<file path="src/rtl/gcd_controller.sv">
// rtl/gcd_controller.sv - control FSM for a subtract-based GCD datapath
//
// Ports:
//   clk, rst_n      clock (rising edge) and asynchronous active-low reset
//   start           begin one computation (sampled in IDLE only)
//   gt, lt, eq      datapath compare flags for A>B, A<B, A==B
//   ldA, ldB        register load enables for A and B
//   sel1, sel2      subtractor operand selects (0 = A, 1 = B)
//   sel_in          bus source (1 = data_in, 0 = subtractor output)
//   busy, done      state decodes: not IDLE / one-cycle completion pulse
//   err             aborted (bad flags or iteration limit), held until next start
//   iter_count      subtract cycles performed, held until next start
module gcd_controller #(
  parameter logic [15:0] MAX_ITER = 16'd1000
) (
  input  logic        clk,
  input  logic        rst_n,
  input  logic        start,
  input  logic        gt,
  input  logic        lt,
  input  logic        eq,
  output logic        ldA,
  output logic        ldB,
  output logic        sel1,
  output logic        sel2,
  output logic        sel_in,
  output logic        busy,
  output logic        done,
  output logic        err,
  output logic [15:0] iter_count
);

  typedef enum logic [2:0] {
    IDLE = 3'd0,
    LDA  = 3'd1,
    LDB  = 3'd2,
    CALC = 3'd3,
    DONE = 3'd4
  } state_t;

  state_t state_q;
  state_t state_d;

  logic clr_run;   // accepted start: wipe results of the previous run
  logic iter_inc;  // a subtract load happens this cycle
  logic err_set;   // abort into DONE with an error
  logic flags_onehot;

  assign flags_onehot = ({gt, lt, eq} == 3'b100) ||
                        ({gt, lt, eq} == 3'b010) ||
                        ({gt, lt, eq} == 3'b001);

  always_ff @(posedge clk or negedge rst_n) begin
    if (!rst_n) begin
      state_q    <= IDLE;
      iter_count <= 16'd0;
      err        <= 1'b0;
    end else begin
      state_q <= state_d;
      if (clr_run) begin
        iter_count <= 16'd0;
        err        <= 1'b0;
      end else begin
        // Saturating count: the limit check in CALC already stops increments
        // at MAX_ITER, the guard here keeps the counter safe on its own.
        if (iter_inc && (iter_count != MAX_ITER)) begin
          iter_count <= iter_count + 16'd1;
        end
        if (err_set) begin
          err <= 1'b1;
        end
      end
    end
  end

  always_comb begin
    state_d  = state_q;
    ldA      = 1'b0;
    ldB      = 1'b0;
    sel1     = 1'b0;
    sel2     = 1'b0;
    sel_in   = 1'b0;
    clr_run  = 1'b0;
    iter_inc = 1'b0;
    err_set  = 1'b0;

    case (state_q)
      IDLE: begin
        if (start) begin
          clr_run = 1'b1;
          state_d = LDA;
        end
      end
      LDA: begin
        ldA     = 1'b1;
        sel_in  = 1'b1;
        state_d = LDB;
      end
      LDB: begin
        ldB     = 1'b1;
        sel_in  = 1'b1;
        state_d = CALC;
      end
      CALC: begin
        // Corrupt flags are checked first so a broken comparator can never
        // be mistaken for a finished or in-progress computation.
        if (!flags_onehot) begin
          err_set = 1'b1;
          state_d = DONE;
        end else if (eq) begin
          state_d = DONE;
        end else if (iter_count == MAX_ITER) begin
          err_set = 1'b1;
          state_d = DONE;
        end else if (gt) begin
          ldA      = 1'b1;
          sel2     = 1'b1;
          iter_inc = 1'b1;
        end else begin
          ldB      = 1'b1;
          sel1     = 1'b1;
          iter_inc = 1'b1;
        end
      end
      DONE: begin
        state_d = IDLE;
      end
      default: begin
        state_d = IDLE;
      end
    endcase
  end

  assign busy = (state_q != IDLE);
  assign done = (state_q == DONE);

endmodule

</file>
<file path="config.mk">
export PLATFORM = sky130hd
export DESIGN_NAME = gcd_controller
export DESIGN_NICKNAME = d
export VERILOG_FILES = /design/src/rtl/gcd_controller.sv
export SDC_FILE = /design/constraint.sdc
export NUM_CORES = 1
export LEC_CHECK = 0
export CAP_MARGIN = 20
export CORE_MARGIN = 3
export CORE_UTILIZATION = 52
export DETAILED_ROUTE_END_ITERATION = 12
export MAX_ROUTING_LAYER = met4
export PLACE_DENSITY = 0.84
export SETUP_SLACK_MARGIN = 0.3
export SKIP_CTS_REPAIR_TIMING = 1
export SLEW_MARGIN = 0
export SYNTH_ARGS = -nofsm -noshare
export SYNTH_HDL_FRONTEND = slang
export SYNTH_SLANG_ARGS = --single-unit
</file>
<file path="constraint.sdc">
create_clock -name clk -period 3.5 [get_ports clk]
set_input_delay 0.525 -clock clk [delete_from_list [all_inputs] [get_ports clk]]
set_output_delay 0.525 -clock clk [all_outputs]
set_load 0.01 [all_outputs]
</file>
==> flow_summary_export.csv, run 1 <==
group,metric,value,unit
status,status,"complete, no violations",
grt,antenna_found_initial,0,
sta,final_max_slew_viol_count,0,
drt,vias,1148,
yosys,synth_xor_area_share,3.61,%
clock_tree,cts_tree,"yes",
yosys,syn_nets,142,
clock_tree,clkTransAtPathRegs,0.11,ns
worst_setup_path,path_max_fanout,9,
hold_path,hold_path.class,"register to register",
yosys,synth-edff-count,0,
yosys,ys_warn_count,0,
yosys,synth_cell_types,35,
yosys,synthArstFlopShare,100,%
grt,grt_pass1_vias,1141,
placement,dp_hpwl,2170,um
sta,setup_violations,0,
clock_tree,numCtsBuffers,3,
worst_setup_path,cp_data_arrival_time,2.50,ns
drt,ant_nets,0,
drt,avgRoutedWirePerCell,16.4,um
worst_setup_path,required,2.97,ns
clock_tree,clk_latency,0.31,ns
yosys,synth_compound_area_share,12.9,%
yosys,ys_seq_elements,20,
floorplanning,die_y,54.3,um
floorplanning,dieWidth,54.3,um
clock_tree,cts_buffer_depth,2,
floorplanning,boundaryPins,30,
drt,drc,0,
worst_setup_path,cp-start-kind,"register",
yosys,avgSynthCellArea,9.05,um2
finish,num_antenna_cells,0,
worst_setup_path,slowest_stage,"clkdlybuf4s50_1",
placement,port_buffers,29,
grt,overflow,0,
finish,drive_above_1_share,5.66,%
yosys,synthAdderAreaFrac,2.06,%
drt,first_pass_iters,4,
placement,gp_congestion,0.844,
grt,track_usage,24.8,%
worst_setup_path,crit_type,"register to primary output",
grt,grt_pass1_wl,5150,um
yosys,muxShareOfSynthArea,4.23,%
sta,worstMarginPinSlew,0.920,ns
yosys,yosys.area_share.simple,31.3,%
grt,grt_max_degree,21,
yosys,synth_top_family_by_area,"simple AND/OR/NAND/NOR gates",
worst_setup_path,crit_path_end_kind,"primary output",
worst_setup_path,slowest_delay,0.49,ns
yosys,synth_area,0.00121,mm2
floorplanning,start_util,58.2,%
flow_run,maxCapViolations,0,
power,irDropWorstVdd,599,uV
yosys,synth.top_cell.area_share,41.3,%
yosys,synth_top_area_cell,"dfrtp_1",
yosys,yosysSeqAreaShare,41.3,%
drt,drtIter0Drc,38,
sta,final.period_utilization,86.4,%
sta,whs,0.505,ns
sta,relSlewSlack,38.5,%
yosys,netlist_instances,134,
power,pwr_density_cell,551,mW/mm2
sta,fmaxAchievable,0.331,GHz
sta,finalSetupTns,0,ns
finish,nets,168,
power,leakagePower,0.000633,uW
clock_tree,htreeDepth,1,
finish,syn_to_final_growth,29.1,%
yosys,synth.top_cells.by_area,"dfrtp_1 41%, o31ai_1 3.7%, xnor2_1 3.6%",
floorplanning,core,0.00208,mm2
clock_tree,cts.sinks,20,
sta,fin_skew,0.0113,ns
clock_tree,clockRootBuffer,"clkbuf_4",
sta,rsz0062_at_grt,"no",
floorplanning,die_area,0.00295,mm2
floorplanning,rows,16,
drt,drt_wl_total,3060,um
sta,post-route-min-period,3.02,ns
sta,finalHoldViolations,0,
worst_setup_path,path_cells,"inv_1 -> ha_1 -> nor4b_1 -> nand4_1 -> nand2_2 -> o21ai_0 -> clkdlybuf4s50_1",
yosys,ys.flop_type,"dfrtp_1",
drt,avgViaCountPerCell,6.17,
-- cell usage in the layout (no fill, tap or decap), types with 2 or more instances in the layout --
| cell | instances |
|---|---|
| nand3_1 | 5 |
| nor2_1 | 11 |
| mux2i_1 | 4 |
| xnor2_1 | 5 |
| o21a_1 | 2 |
| nor4_1 | 4 |
| o31a_1 | 2 |
| and3_1 | 3 |
| nand2b_1 | 4 |
| clkbuf_4 | 3 |
| or4_1 | 4 |
| and4_1 | 2 |
| o311ai_1 | 2 |
| o21ai_0 | 4 |
| nor3b_1 | 2 |
| nor3_1 | 3 |
| nand4_1 | 6 |
| o31ai_1 | 6 |
| a21oi_1 | 5 |
| clkdlybuf4s50_1 | 28 |
| inv_1 | 5 |
| dfrtp_1 | 20 |
| and2_1 | 2 |
| nand2_1 | 10 |
| ha_1 | 2 |
-- stage by stage --
step / cells / power, uW / setup slack (ns) / area [um2] / utilization (%)
floorplan: 134 / 504 / 1.12 / 1210 / -
global placement: 182 / 660 / 0.337 / 1510 / 72.4
detailed placement: 182 / 674 / 0.311 / 1510 / 72.4
CTS: 186 / 870 / 0.281 / 1560 / 74.9
global route: 186 / 920 / 0.304 / 1570 / 75.2
finish: 186 / 863 / 0.476 / 1570 / 75.2
-- critical path, delay by kind of cell, from the launching register on --
kind,cells,cell delay (ns)
and+or+nand+nor,3,0.88
buffers and inverters,2,0.58
DFF,1,0.47
adders and majority gates,1,0.15
AOI/OAI and AO/OA,1,0.11
-- logic make-up after synthesis --
kind of cell | count (synthesis)
muxes | 5
DFF | 20
AOI/OAI and AO/OA | 23
xor gates and xnor gates | 5
and+or+nand+nor | 65
buffers and inverters | 14
adders and majority gates | 2
-- path summary, 6_finish.rpt --
kind / depth (start not counted) / startpoint / end / slack (ns)
worst min register to register: 1 / err$_DFFE_PN0P_ / err$_DFFE_PN0P_ / 0.51
min in group asynchronous: 1 / rst_n / iter_count[9]$_DFFE_PN0P_ / 0.71
worst max register to register: 5 / state_q[2]$_DFFE_PN0P_ / iter_count[14]$_DFFE_PN0P_ / 1.45
worst min-delay path: 1 / err$_DFFE_PN0P_ / err$_DFFE_PN0P_ / 0.51
max in group asynchronous: 1 / rst_n / state_q[1]$_DFFE_PN0P_ / 2.22
worst max-delay path: 7 / iter_count[0]$_DFFE_PN0P_ / ldB / 0.48
-- routing by layer --
metal / vias to the layer above / GRT usage (%) / part of all wire, % / wire [um]
met3: 4 / 3.54 / 7.7 / 235
met4: 0 / 12.9 / 0.79 / 24
li1: 551 / - / - / -
met1: 539 / 32.1 / 43 / 1320
met2: 54 / 37.6 / 48 / 1480
met5: - / - / 0 / 0
-- synthesized netlist by cell type, types with 2 or more instances --
library cell,n
nor3b_1,2
o21a_1,2
inv_1,5
and4_1,3
ha_1,2
and3_1,3
nand2b_1,4
dfrtp_1,20
buf_2,3
and2_1,2
o31ai_1,6
nand2_1,11
nor4_1,4
o31a_1,2
nor3_1,3
mux2i_1,4
xnor2_1,5
o21ai_0,4
a21oi_1,5
clkbuf_1,6
nand3_1,5
nand4_1,6
or4_1,4
o311ai_1,2
nor2_1,11
-- registers in the layout (all words and copies together), names as in the netlist --
signal,count
iter_count,16
state_q,3
err,1
-- power breakdown --
group	switching (uW)	internal (uW)	leakage (uW)
Combinational	167	174	0.000333
Clock	77.1	116	0.0000279
Sequential	61.4	268	0.000272
Total	306	558	0.000633
-- layout make-up --
cell class	count	area [um2]
fillers	150	517
well taps	27	33.8
multi-input cells	100	659
repair buffers	30	300
clock inverters	1	30.0
clock buffers	3	22.5
flip-flops and latches	20	500
inverters	5	18.8
Note: power is estimated with default switching activity, not from simulation.
==> run 2, diff against run 1 <==
--- a/config.mk
+++ b/config.mk
@@ -6,9 +6,10 @@
 export NUM_CORES = 1
 export LEC_CHECK = 0
 export CAP_MARGIN = 20
-export CORE_MARGIN = 3
 export CORE_UTILIZATION = 52
 export DETAILED_ROUTE_END_ITERATION = 12
+export GPL_TIMING_DRIVEN = 0
+export HOLD_SLACK_MARGIN = 0.15
 export MAX_ROUTING_LAYER = met4
 export PLACE_DENSITY = 0.84
 export SETUP_SLACK_MARGIN = 0.3
==> flow_summary_export.csv, run 2 (synthesis results as in run 1) <==
group,metric,value,unit
sta,whs,0.530,ns
worst_setup_path,required,2.97,ns
worst_setup_path,crit_path_end_kind,"primary output",
drt,avgViaCountPerCell,5.94,
floorplanning,die_area,0.00253,mm2
finish,syn_to_final_growth,31.4,%
clock_tree,htreeDepth,1,
floorplanning,rows,17,
worst_setup_path,crit_type,"input pin to primary output",
sta,rsz0062_at_grt,"no",
floorplanning,start_util,54.8,%
drt,drtIter0Drc,31,
power,pwr_density_cell,498,mW/mm2
worst_setup_path,cp_data_arrival_time,2.40,ns
clock_tree,clk_latency,0.30,ns
clock_tree,clkTransAtPathRegs,0.11,ns
grt,overflow,0,
drt,avgRoutedWirePerCell,14.9,um
sta,relSlewSlack,38.5,%
sta,worstMarginPinSlew,0.919,ns
finish,max_flop_register,"iter_count",
clock_tree,cts.sinks,20,
floorplanning,boundaryPins,30,
drt,wl_met3,147,um
status,status,"complete, no violations",
sta,final.period_utilization,83.6,%
clock_tree,cts_buffer_depth,2,
power,leakagePower,0.000653,uW
sta,fin_skew,0.00644,ns
finish,num_antenna_cells,0,
grt,antenna_found_initial,0,
power,irDropWorstVdd,403,uV
drt,drt_wl_total,2900,um
floorplanning,dieWidth,50.3,um
finish,nets,177,
sta,fmaxAchievable,0.342,GHz
finish,drive_above_1_share,7.78,%
sta,final_max_slew_viol_count,0,
finish,mostFrequentLayoutCell,"clkdlybuf4s50_1",
drt,met1Wirelength,1380,um
drt,first_pass_iters,4,
placement,port_buffers,29,
finish,largest_reg_flops,16,
drt,drc,0,
placement,dp_hpwl,2080,um
drt,met2_length,1310,um
clock_tree,numCtsBuffers,3,
drt,top_layer,"met4",
floorplanning,core,0.00221,mm2
floorplanning,die_y,50.3,um
power,power,793,uW
grt,track_usage,26.8,%
drt,vias,1158,
clock_tree,cts_tree,"yes",
worst_setup_path,cp-start-kind,"input pin",
flow_run,maxCapViolations,0,
finish,reg.largest.list,"iter_count x16, state_q x3, err x1",
drt,ant_nets,0,
sta,post-route-min-period,2.93,ns
clock_tree,clockRootBuffer,"clkbuf_4",
sta,finalSetupTns,0,ns
sta,finalHoldViolations,0,
finish,final_cell_mix,"27 x clkdlybuf4s50_1, 19 x dfrtp_1, 11 x nor2_1",
grt,grt_pass1_vias,1110,
grt,grt_max_degree,21,
grt,grt_pass1_wl,4980,um
placement,gp_congestion,0.935,
sta,setup_violations,0,
worst_setup_path,path_max_fanout,9,
finish,fillers,178,
hold_path,hold_path.class,"register to register",
## run 2: critical path, cell delays in order
cell and delay (ns):
clkdlybuf4s50_1 0.45, nand4bb_1 0.28, nor2_1 0.21, nand2_2 0.16, o21ai_0 0.21, clkdlybuf4s50_1 0.56
## run 2: power by group
group / internal, uW / switching [uW]
combinational: 189 / 180
clock: 40.1 / 70.5
sequential: 269 / 44.6
total: 498 / 295
## run 2: path summary, 6_finish.rpt
check,from,endpoint,slack [ns],cells after the start
min,err$_DFFE_PN0P_,err$_DFFE_PN0P_,0.53,1
max in group asynchronous,rst_n,iter_count[0]$_DFFE_PN0P_,2.16,1
max reg2reg,state_q[1]$_DFFE_PN0P_,iter_count[12]$_DFFE_PN0P_,1.46,7
min reg2reg,err$_DFFE_PN0P_,err$_DFFE_PN0P_,0.53,1
min in group asynchronous,rst_n,iter_count[10]$_DFFE_PN0P_,0.73,1
max,eq,ldB,0.57,6
## run 2: area by class of cell
| class | instances | area, um2 | area share (%) |
|---|---|---|---|
| plain buffers | 9 | 40.0 | 2.51 |
| clock buffers | 3 | 22.5 | 1.41 |
| inverters | 5 | 18.8 | 1.18 |
| multi-input cells | 100 | 672 | 42.2 |
| flip-flops and latches | 20 | 502 | 31.5 |
| well taps | 28 | 35.0 | 2.20 |
| repair buffers | 30 | 303 | 19.0 |
## run 2: per-layer routing
metal,GRT usage (%),up-vias
met3,4.24,6
met4,13.3,0
met2,40.4,42
met5,-,-
met1,35.0,543
li1,-,567
## run 2: stage by stage
stage	utilization (%)	std cells	worst slack, ns	instance area (um2)
floorplan	-	134	1.12	1210
global placement	69.5	191	0.146	1540
detailed placement	69.5	191	0.150	1540
CTS	70.5	194	0.138	1560
global route	72.0	195	0.394	1590
finish	72.0	195	0.573	1590
==> run 3, diff against run 2 <==
--- a/config.mk
+++ b/config.mk
@@ -6,12 +6,12 @@
 export NUM_CORES = 1
 export LEC_CHECK = 0
 export CAP_MARGIN = 20
-export CORE_UTILIZATION = 52
+export CORE_UTILIZATION = 44
 export DETAILED_ROUTE_END_ITERATION = 12
 export GPL_TIMING_DRIVEN = 0
 export HOLD_SLACK_MARGIN = 0.15
 export MAX_ROUTING_LAYER = met4
-export PLACE_DENSITY = 0.84
+export PLACE_DENSITY = 0.75
 export SETUP_SLACK_MARGIN = 0.3
 export SKIP_CTS_REPAIR_TIMING = 1
 export SLEW_MARGIN = 0
==> constraint.sdc (replaced) <==
create_clock -name clk -period 2.4 [get_ports clk]
set_input_delay 0.36 -clock clk [delete_from_list [all_inputs] [get_ports clk]]
set_output_delay 0.36 -clock clk [all_outputs]
set_load 0.01 [all_outputs]
==> flow_summary_export.csv, run 3 (synthesis results as in run 1) <==
group,metric,value,unit
clock_tree,cts_buffer_depth,2,
drt,ant_nets,0,
floorplanning,boundaryPins,30,
worst_setup_path,cp_data_arrival_time,2.10,ns
sta,final_max_slew_viol_count,0,
sta,final.period_utilization,102,%
finish,mostFrequentLayoutCell,"clkdlybuf4s50_1",
floorplanning,die_area,0.00297,mm2
finish,fillers,190,
sta,fin_skew,0.0130,ns
placement,dp_hpwl,2260,um
grt,antenna_found_initial,0,
finish,reg.largest.list,"iter_count x16, state_q x3, err x1",
grt,grt_pass1_vias,1098,
grt,overflow,0,
sta,setup_violations,1,
finish,largest_reg_flops,16,
clock_tree,cts_tree,"yes",
status,status,"finished with violations",
floorplanning,rows,18,
drt,first_pass_iters,4,
placement,place_area,0.00155,mm2
finish,drive_above_1_share,26.5,%
drt,avgViaCountPerCell,6.02,
worst_setup_path,required,2.04,ns
finish,design_area,0.00182,mm2
drt,vias,1295,
drt,drt_wl_total,3480,um
sta,post-route-min-period,2.46,ns
drt,drtIter0Drc,47,
floorplanning,die_y,54.5,um
clock_tree,clk_latency,0.30,ns
sta,finalHoldViolations,0,
sta,worstMarginPinSlew,0.934,ns
clock_tree,htreeDepth,1,
grt,track_usage,24.1,%
sta,finalSetupTns,-0.0567,ns
floorplanning,start_util,47.6,%
power,irDropWorstVdd,714,uV
power,pwr_density_cell,716,mW/mm2
clock_tree,clockRootBuffer,"clkbuf_4",
finish,max_flop_register,"iter_count",
placement,port_buffers,29,
clock_tree,cts.sinks,20,
finish,final_cell_mix,"22 x clkdlybuf4s50_1, 17 x dfrtp_1, 16 x buf_4",
floorplanning,core,0.00254,mm2
drt,avgRoutedWirePerCell,16.2,um
sta,relSlewSlack,37.6,%
hold_path,hold_path.class,"register to register",
worst_setup_path,r2r_setup_slack,0.41,ns
power,power,1310,uW
placement,gp_congestion,0.871,
clock_tree,numCtsBuffers,3,
worst_setup_path,crit_path_end_kind,"primary output",
grt,grt_pass1_wl,4990,um
worst_setup_path,cp-start-kind,"register",
flow_run,maxCapViolations,0,
grt,grt_max_degree,21,
status,violations,"negative setup slack",
worst_setup_path,crit_type,"register to primary output",
worst_setup_path,path_max_fanout,8,
power,leakagePower,0.000780,uW
floorplanning,dieWidth,54.5,um
sta,fmaxAchievable,0.407,GHz
finish,syn_to_final_growth,50.5,%
sta,rsz0062_at_grt,"yes",
drt,drc,0,
sta,fin_ws,-0.0567,ns
clock_tree,clkTransAtPathRegs,0.11,ns
finish,nets,194,
finish,num_antenna_cells,0,
==> run 3: cell types whose count changed in the layout (fill, tap and decap cells not counted), sizes merged <==
cell	previous run	this run
buf	3	27
clkbuf	10	8
clkdlybuf4s50	27	22
dlymetal6s2s	2	3
==> run 3: path summary, 6_finish.rpt <==
kind / cells after the start / end / from
max: 6 / ldA / state_q[2]$_DFFE_PN0P_
min: 1 / err$_DFFE_PN0P_ / err$_DFFE_PN0P_
max reg2reg: 6 / iter_count[12]$_DFFE_PN0P_ / state_q[2]$_DFFE_PN0P_
min reg2reg: 1 / err$_DFFE_PN0P_ / err$_DFFE_PN0P_
max in group asynchronous: 1 / state_q[0]$_DFFE_PN0P_ / rst_n
min in group asynchronous: 1 / iter_count[12]$_DFFE_PN0P_ / rst_n
==> run 3: worst max-delay path, stage by stage, from the launching register on <==
cell      delay, ns
dfrtp_2        0.47
nand3b_1       0.21
or3_1          0.33
buf_2          0.18
o31a_1         0.30
nor3b_2        0.17
buf_2          0.14
==> run 3: routing by layer <==
metal  track usage [%]  routed length (um)  share of wire (%)  up-vias
met3              2.78                 155                4.5        7
met4              7.69                  40                1.2        0
met2              38.8                1790                 52       54
met5                 -                   0                  0        -
li1                  -                   -                  -      601
met1              31.5                1490                 43      633
==> run 3: cell type report <==
type                            count  area, um2  area share [%]
Tap cell                           30       37.5            2.06
Timing Repair Buffer               47        427            23.4
Inverter                            5       18.8            1.03
Sequential cell                    20        504            27.6
Buffer                              9       66.3            3.64
Multi-Input combinational cell    100        744            40.8
Clock buffer                        4       26.3            1.44
==> run 3: where the power goes <==
part | switching [uW] | total [uW] | internal, uW
combinational | 321 | 673 | 352
clock | 106 | 170 | 64.6
sequential | 67.6 | 463 | 395
==> run 3: through the flow <==
step	utilization [%]	hold slack (ns)	instances	worst slack, ns
floorplan	-	0.0644	134	0.307
global placement	60.8	0.477	193	-0.572
detailed placement	60.8	0.479	193	-0.564
CTS	61.8	0.504	197	-0.704
global route	71.7	0.534	215	-0.151
finish	71.7	0.502	215	-0.0567
